[src/rtl/xyz_to_lms_transform.sv]
// Bradford XYZ -> LMS transform: a 3x3 fixed-point matrix multiply using one shared multiplier.
// Each transform takes nine MAC cycles and ends in a single lms_valid pulse.
module xyz_to_lms_transform #(
  parameter int unsigned FRAC_BITS = 16
) (
  input  logic               clk,
  input  logic               rst_n,
  input  logic signed [31:0] xyz_in [2:0],
  input  logic               xyz_valid,
  output logic signed [31:0] lms_out [2:0],
  output logic               lms_valid,
  output logic               busy,
  output logic               overrun
);

  localparam int unsigned AccW = 66;

  localparam logic signed [AccW-1:0] SatMax = {{(AccW - 31){1'b0}}, {31{1'b1}}};
  localparam logic signed [AccW-1:0] SatMin = {{(AccW - 31){1'b1}}, {31{1'b0}}};

  typedef enum logic [0:0] {StIdle, StMac} state_e;

  state_e                 state_q;
  logic signed [31:0]     xin_q    [2:0];
  logic signed [31:0]     shadow_q [1:0];
  logic signed [AccW-1:0] acc_q;
  logic [1:0]             row_q;
  logic [1:0]             col_q;

  logic signed [31:0]     coef;
  logic signed [31:0]     xsel;
  logic [63:0]            coef_ext;
  logic [63:0]            xsel_ext;
  logic [63:0]            prod;
  logic signed [AccW-1:0] acc_sum;
  logic signed [AccW-1:0] acc_shift;
  logic signed [31:0]     row_result;

  // M_BFD in Q16.16, row-major.
  function automatic logic signed [31:0] coef_lookup(input logic [1:0] row, input logic [1:0] col);
    logic signed [31:0] c;
    case ({row, col})
      4'b00_00: c = 32'sd58661;
      4'b00_01: c = 32'sd17459;
      4'b00_10: c = -32'sd10578;
      4'b01_00: c = -32'sd49165;
      4'b01_01: c = 32'sd112296;
      4'b01_10: c = 32'sd2405;
      4'b10_00: c = 32'sd2549;
      4'b10_01: c = -32'sd4489;
      4'b10_10: c = 32'sd67476;
      default:  c = '0;
    endcase
    return c;
  endfunction

  always_comb begin
    coef = coef_lookup(row_q, col_q);
    case (col_q)
      2'd0:    xsel = xin_q[0];
      2'd1:    xsel = xin_q[1];
      2'd2:    xsel = xin_q[2];
      default: xsel = '0;
    endcase
    // Low 64 bits of an unsigned product of sign-extended operands equal the signed product.
    coef_ext  = {{32{coef[31]}}, coef};
    xsel_ext  = {{32{xsel[31]}}, xsel};
    prod      = coef_ext * xsel_ext;
    acc_sum   = acc_q + $signed({{2{prod[63]}}, prod});
    acc_shift = acc_sum >>> FRAC_BITS;
    if (acc_shift > SatMax) begin
      row_result = 32'sh7FFF_FFFF;
    end else if (acc_shift < SatMin) begin
      row_result = 32'sh8000_0000;
    end else begin
      row_result = acc_shift[31:0];
    end
  end

  assign busy = (state_q == StMac);

  always_ff @(posedge clk or negedge rst_n) begin
    if (!rst_n) begin
      state_q   <= StIdle;
      acc_q     <= '0;
      row_q     <= '0;
      col_q     <= '0;
      lms_valid <= 1'b0;
      overrun   <= 1'b0;
      for (int i = 0; i < 3; i++) begin
        xin_q[i]   <= '0;
        lms_out[i] <= '0;
      end
      for (int i = 0; i < 2; i++) begin
        shadow_q[i] <= '0;
      end
    end else begin
      lms_valid <= 1'b0;
      unique case (state_q)
        StIdle: begin
          if (xyz_valid) begin
            for (int i = 0; i < 3; i++) begin
              xin_q[i] <= xyz_in[i];
            end
            acc_q   <= '0;
            row_q   <= '0;
            col_q   <= '0;
            state_q <= StMac;
          end
        end
        StMac: begin
          // Strobes during a transform are dropped; the in-flight data is untouched.
          if (xyz_valid) begin
            overrun <= 1'b1;
          end
          if (col_q == 2'd2) begin
            acc_q <= '0;
            col_q <= '0;
            if (row_q == 2'd2) begin
              lms_out[0] <= shadow_q[0];
              lms_out[1] <= shadow_q[1];
              lms_out[2] <= row_result;
              lms_valid  <= 1'b1;
              row_q      <= '0;
              state_q    <= StIdle;
            end else begin
              shadow_q[row_q[0]] <= row_result;
              row_q              <= row_q + 2'd1;
            end
          end else begin
            acc_q <= acc_sum;
            col_q <= col_q + 2'd1;
          end
        end
        default: state_q <= StIdle;
      endcase
    end
  end

endmodule

[config.mk]
export PLATFORM = sky130hd
export DESIGN_NAME = xyz_to_lms_transform
export DESIGN_NICKNAME = d
export VERILOG_FILES = /design/src/rtl/xyz_to_lms_transform.sv
export SDC_FILE = /design/constraint.sdc
export NUM_CORES = 2
export LEC_CHECK = 0
export CAP_MARGIN = 20
export CORE_MARGIN = 1.5
export CORE_UTILIZATION = 64
export DETAILED_ROUTE_END_ITERATION = 7
export GPL_ROUTABILITY_DRIVEN = 0
export PLACE_DENSITY = 0.86
export SLEW_MARGIN = 10
export SYNTH_ARGS = -nofsm -noshare
export SYNTH_HDL_FRONTEND = slang
export SYNTH_SLANG_ARGS = --single-unit
[constraint.sdc]
create_clock -name clk -period 13.6 [get_ports clk]
set_clock_uncertainty 0.2 [all_clocks]
set_input_delay 1.36 -clock clk [delete_from_list [all_inputs] [get_ports clk]]
set_output_delay 1.36 -clock clk [all_outputs]
set_load 0.02 [all_outputs]
==> impl_metrics.csv <==
group,metric,value,unit
outcome,run_status,"finished with violations",
outcome,failed_checks,"DRC",
sta,fmaxAchievable,79.19,MHz
layout,proportion_of_layout_cells_with_a_drive_suffix_above_1,6.223,%
sta,maxSlewViolCount,0,
detailed_routing,drt_first_iter_violations,4250,
worst_hold_path,holdCritPathClass,"reg2reg",
clock_network,tritoncts,"done",
die,number_of_rows_created_at_floorplan,95,
synth,ys_top_cells_by_count,"1003 x inv_1, 914 x fa_1, 699 x nand2_1",
die,overall_die_area,70360,sq um
detailed_routing,routed-via-count,34240,
synth,ys.flop_type,"dfrtp_1",
sta,setup_viol_count_final,0,
layout,final-seq-area,8233,sq um
critical_path,start_kind,"flop",
synth,ys_types,78,
critical_path,critPathMaxStageDelay,1030,ps
synth,synth_warnings,0,
sta,final.period_utilization,92.86,%
sta,rsz_0062_raised_after_global_routing,"false",
critical_path,crit_path_end_kind,"flop",
flow_run,max_cap_viol_count,0,
clock_network,post-cts-setup-buffer-count,0,
sta,timing.slew.headroom,18.24,%
sta,worst_slack,971.5,ps
clock_network,clock_buffer_count_from_cts,35,
placement,port_buffers,197,
global_route,grt.total_usage,37.36,%
synth,syn_nets,5816,
detailed_routing,dr.max_layer_used,"met5",
die,chipHeight,265.3,um
synth,avgSynthCellArea,9.619,sq um
detailed_routing,drc,1,
synth,asyncSetResetFlopFracSynth,100.0,%
synth,proportion_of_netlist_area_held_by_the_largest_area_contributor,41.57,%
layout,syn_to_final_growth,9.270,%
synth,synth-edff-count,0,
detailed_routing,final_antenna_net_count,0,
critical_path,timing.critical_path.arrival,12900,ps
detailed_routing,met2_wirelength,57270,um
die,floorplan.die.width,265.3,um
critical_path,worst_path_max_delay_cell,"fa_1",
detailed_routing,detail_route.first_pass.iterations,8,
clock_network,clock_root_buffer,"clkbuf_16",
global_route,number_of_global_route_vias_before_repair,36450,
sta,least_margin_pin_slew,1221,ps
global_route,grt_start_max_net_pins,190,
synth,synth.yosys.seq_area_share,18.70,%
sta,finalHoldViolations,0,
clock_network,cts_hold_buffers,0,
layout,stdcell_area,48100,sq um
critical_path,timing.critical_path.required,13870,ps
sta,setup-tns-final,0,ps
layout,multi_input_area,31360,sq um
synth,cell_area_synth,44020,sq um
synth,syn_inst,4576,
layout,filler_cell_count,4575,
clock_network,cts-resized-gates,0,
global_route,grt.overflow.total,0,
detailed_routing,wl_met3,16150,um
die,num_io_pins,198,
critical_path,timing.critical_path.fanout_max,22,
placement,postPlaceCellArea,46890,sq um
global_route,antenna_found_initial,0,
synth,synth_seq_cells,329,
synth,synth.area.top_cells,"fa_1 42%, dfrtp_1 19%, inv_1 8.6%",
clock_network,tritoncts_num_sinks,329,
detailed_routing,post_drt_via_cell_ratio,6.134,
detailed_routing,total_detailed_routing_wirelength,126400,um
layout,finish.net_count,5924,
critical_path,crit_top_cell,"fa_1",
clock_network,clk_path_buf_depth,3,
clock_network,worstSkewPairLatency,580,ps
detailed_routing,wirelength_met1,44510,um
critical_path,setup.worst_path.class,"reg2reg",
placement,post-place-ws,1442,ps
placement,dpl.hpwl,101500,um
layout,antenna_cells,0,
die,start_util,65.08,%
sta,min_period,12630,ps
die,placeableCoreArea,67630,sq um
synth,synthDominantAreaCellType,"fa_1",
global_route,grt_first_pass_wirelength,201400,um
synth,synthMostInstantiatedCell,"inv_1",
clock_network,clk_pin_slew,60,ps
detailed_routing,routed_wire_length_per_instance,22.64,um
clock_network,htreeDepth,2,
[path summary, 6_finish.rpt]
kind,cells past startpoint,slack [ps],start,endpoint
worst max-delay path,31,970,col_q[1],shadow_q[59]
worst min register to register,2,270,lms_out[63],lms_out[63]
min in group asynchronous,1,590,rst_n,acc_q[5]
max in group asynchronous,2,11180,rst_n,acc_q[31]
worst min-delay path,2,270,lms_out[63],lms_out[63]
worst max register to register,31,970,col_q[1],shadow_q[59]
[cell type report]
cell class                      instances  share of cell area [%]
Inverter                             1003                   7.828
Clock inverter                         17                  0.4032
Timing Repair Buffer                  259                   5.172
Clock buffer                           44                   2.016
Tap cell                              873                   2.271
Multi-Input combinational cell       3056                   65.19
Sequential cell                       329                   17.12
[sequential cells by signal (all words and copies together), names as in the netlist]
name / count
shadow_q: 64
lms_out: 96
xin_q: 96
overrun: 1
lms_valid: 1
col_q: 2
busy: 1
row_q: 2
acc_q: 66
[per-layer routing]
layer | track usage, % | vias up
met5 | 0.6930 | -
li1 | - | 14100
met4 | 19.58 | 2
met3 | 11.23 | 597
met1 | 48.19 | 17110
met2 | 57.47 | 2428
[stage by stage]
| stage | instances | util [%] | hold WS (ps) |
|---|---|---|---|
| 2_1_floorplan | 4576 | - | 238.6 |
| 3_3_place_gp | 5518 | 69.32 | 244.0 |
| 4_1_cts | 5579 | 71.04 | 275.9 |
| 3_5_place_dp | 5518 | 69.32 | 254.5 |
| 5_1_grt | 5581 | 71.11 | 292.3 |
| 6_report | 5581 | 71.11 | 273.3 |
[worst max-delay path, delay by kind of cell, from the launching register on]
kind | cells | cell delay [ps]
AOI/OAI and AO/OA | 6 | 3080
adders and majority gates | 10 | 6150
buffers and inverters | 7 | 1300
DFF | 1 | 460
and+or+nand+nor | 8 | 1280
[logic make-up (layout without fill, tap and decap cells)]
group                      Yosys count  count (layout)  share of synthesized area, %
xor gates and xnor gates            67              67                         1.333
AOI/OAI and AO/OA                  496             496                         7.544
muxes                              100             100                         2.547
DFF                                329             329                         18.70
adders and majority gates         1141            1141                         48.02
and+or+nand+nor                   1252            1252                         11.61
buffers and inverters             1191            1323                         10.24
[cell usage in the layout (no fill, tap or decap), drive strengths merged, types with 15 or more instances in the layout]
master,synthesis,routed
nand2,700,700
buf,31,63
xnor2,40,40
nand3,17,17
a22o,56,56
nor2,383,383
nand4,30,30
nand2b,18,18
a21oi,100,100
clkbuf,157,44
o21a,15,15
a21o,21,21
mux2,96,96
a211oi,33,33
clkdlybuf4s50,0,196
a31oi,31,31
dfrtp,329,329
fa,914,914
inv,1003,1007
a31o,26,26
ha,227,227
o21ai,147,147
xor2,27,27
nor3,34,34
Power is not shown: default switching activity piles up to over one toggle a cycle in this logic, so the estimate is an artifact.
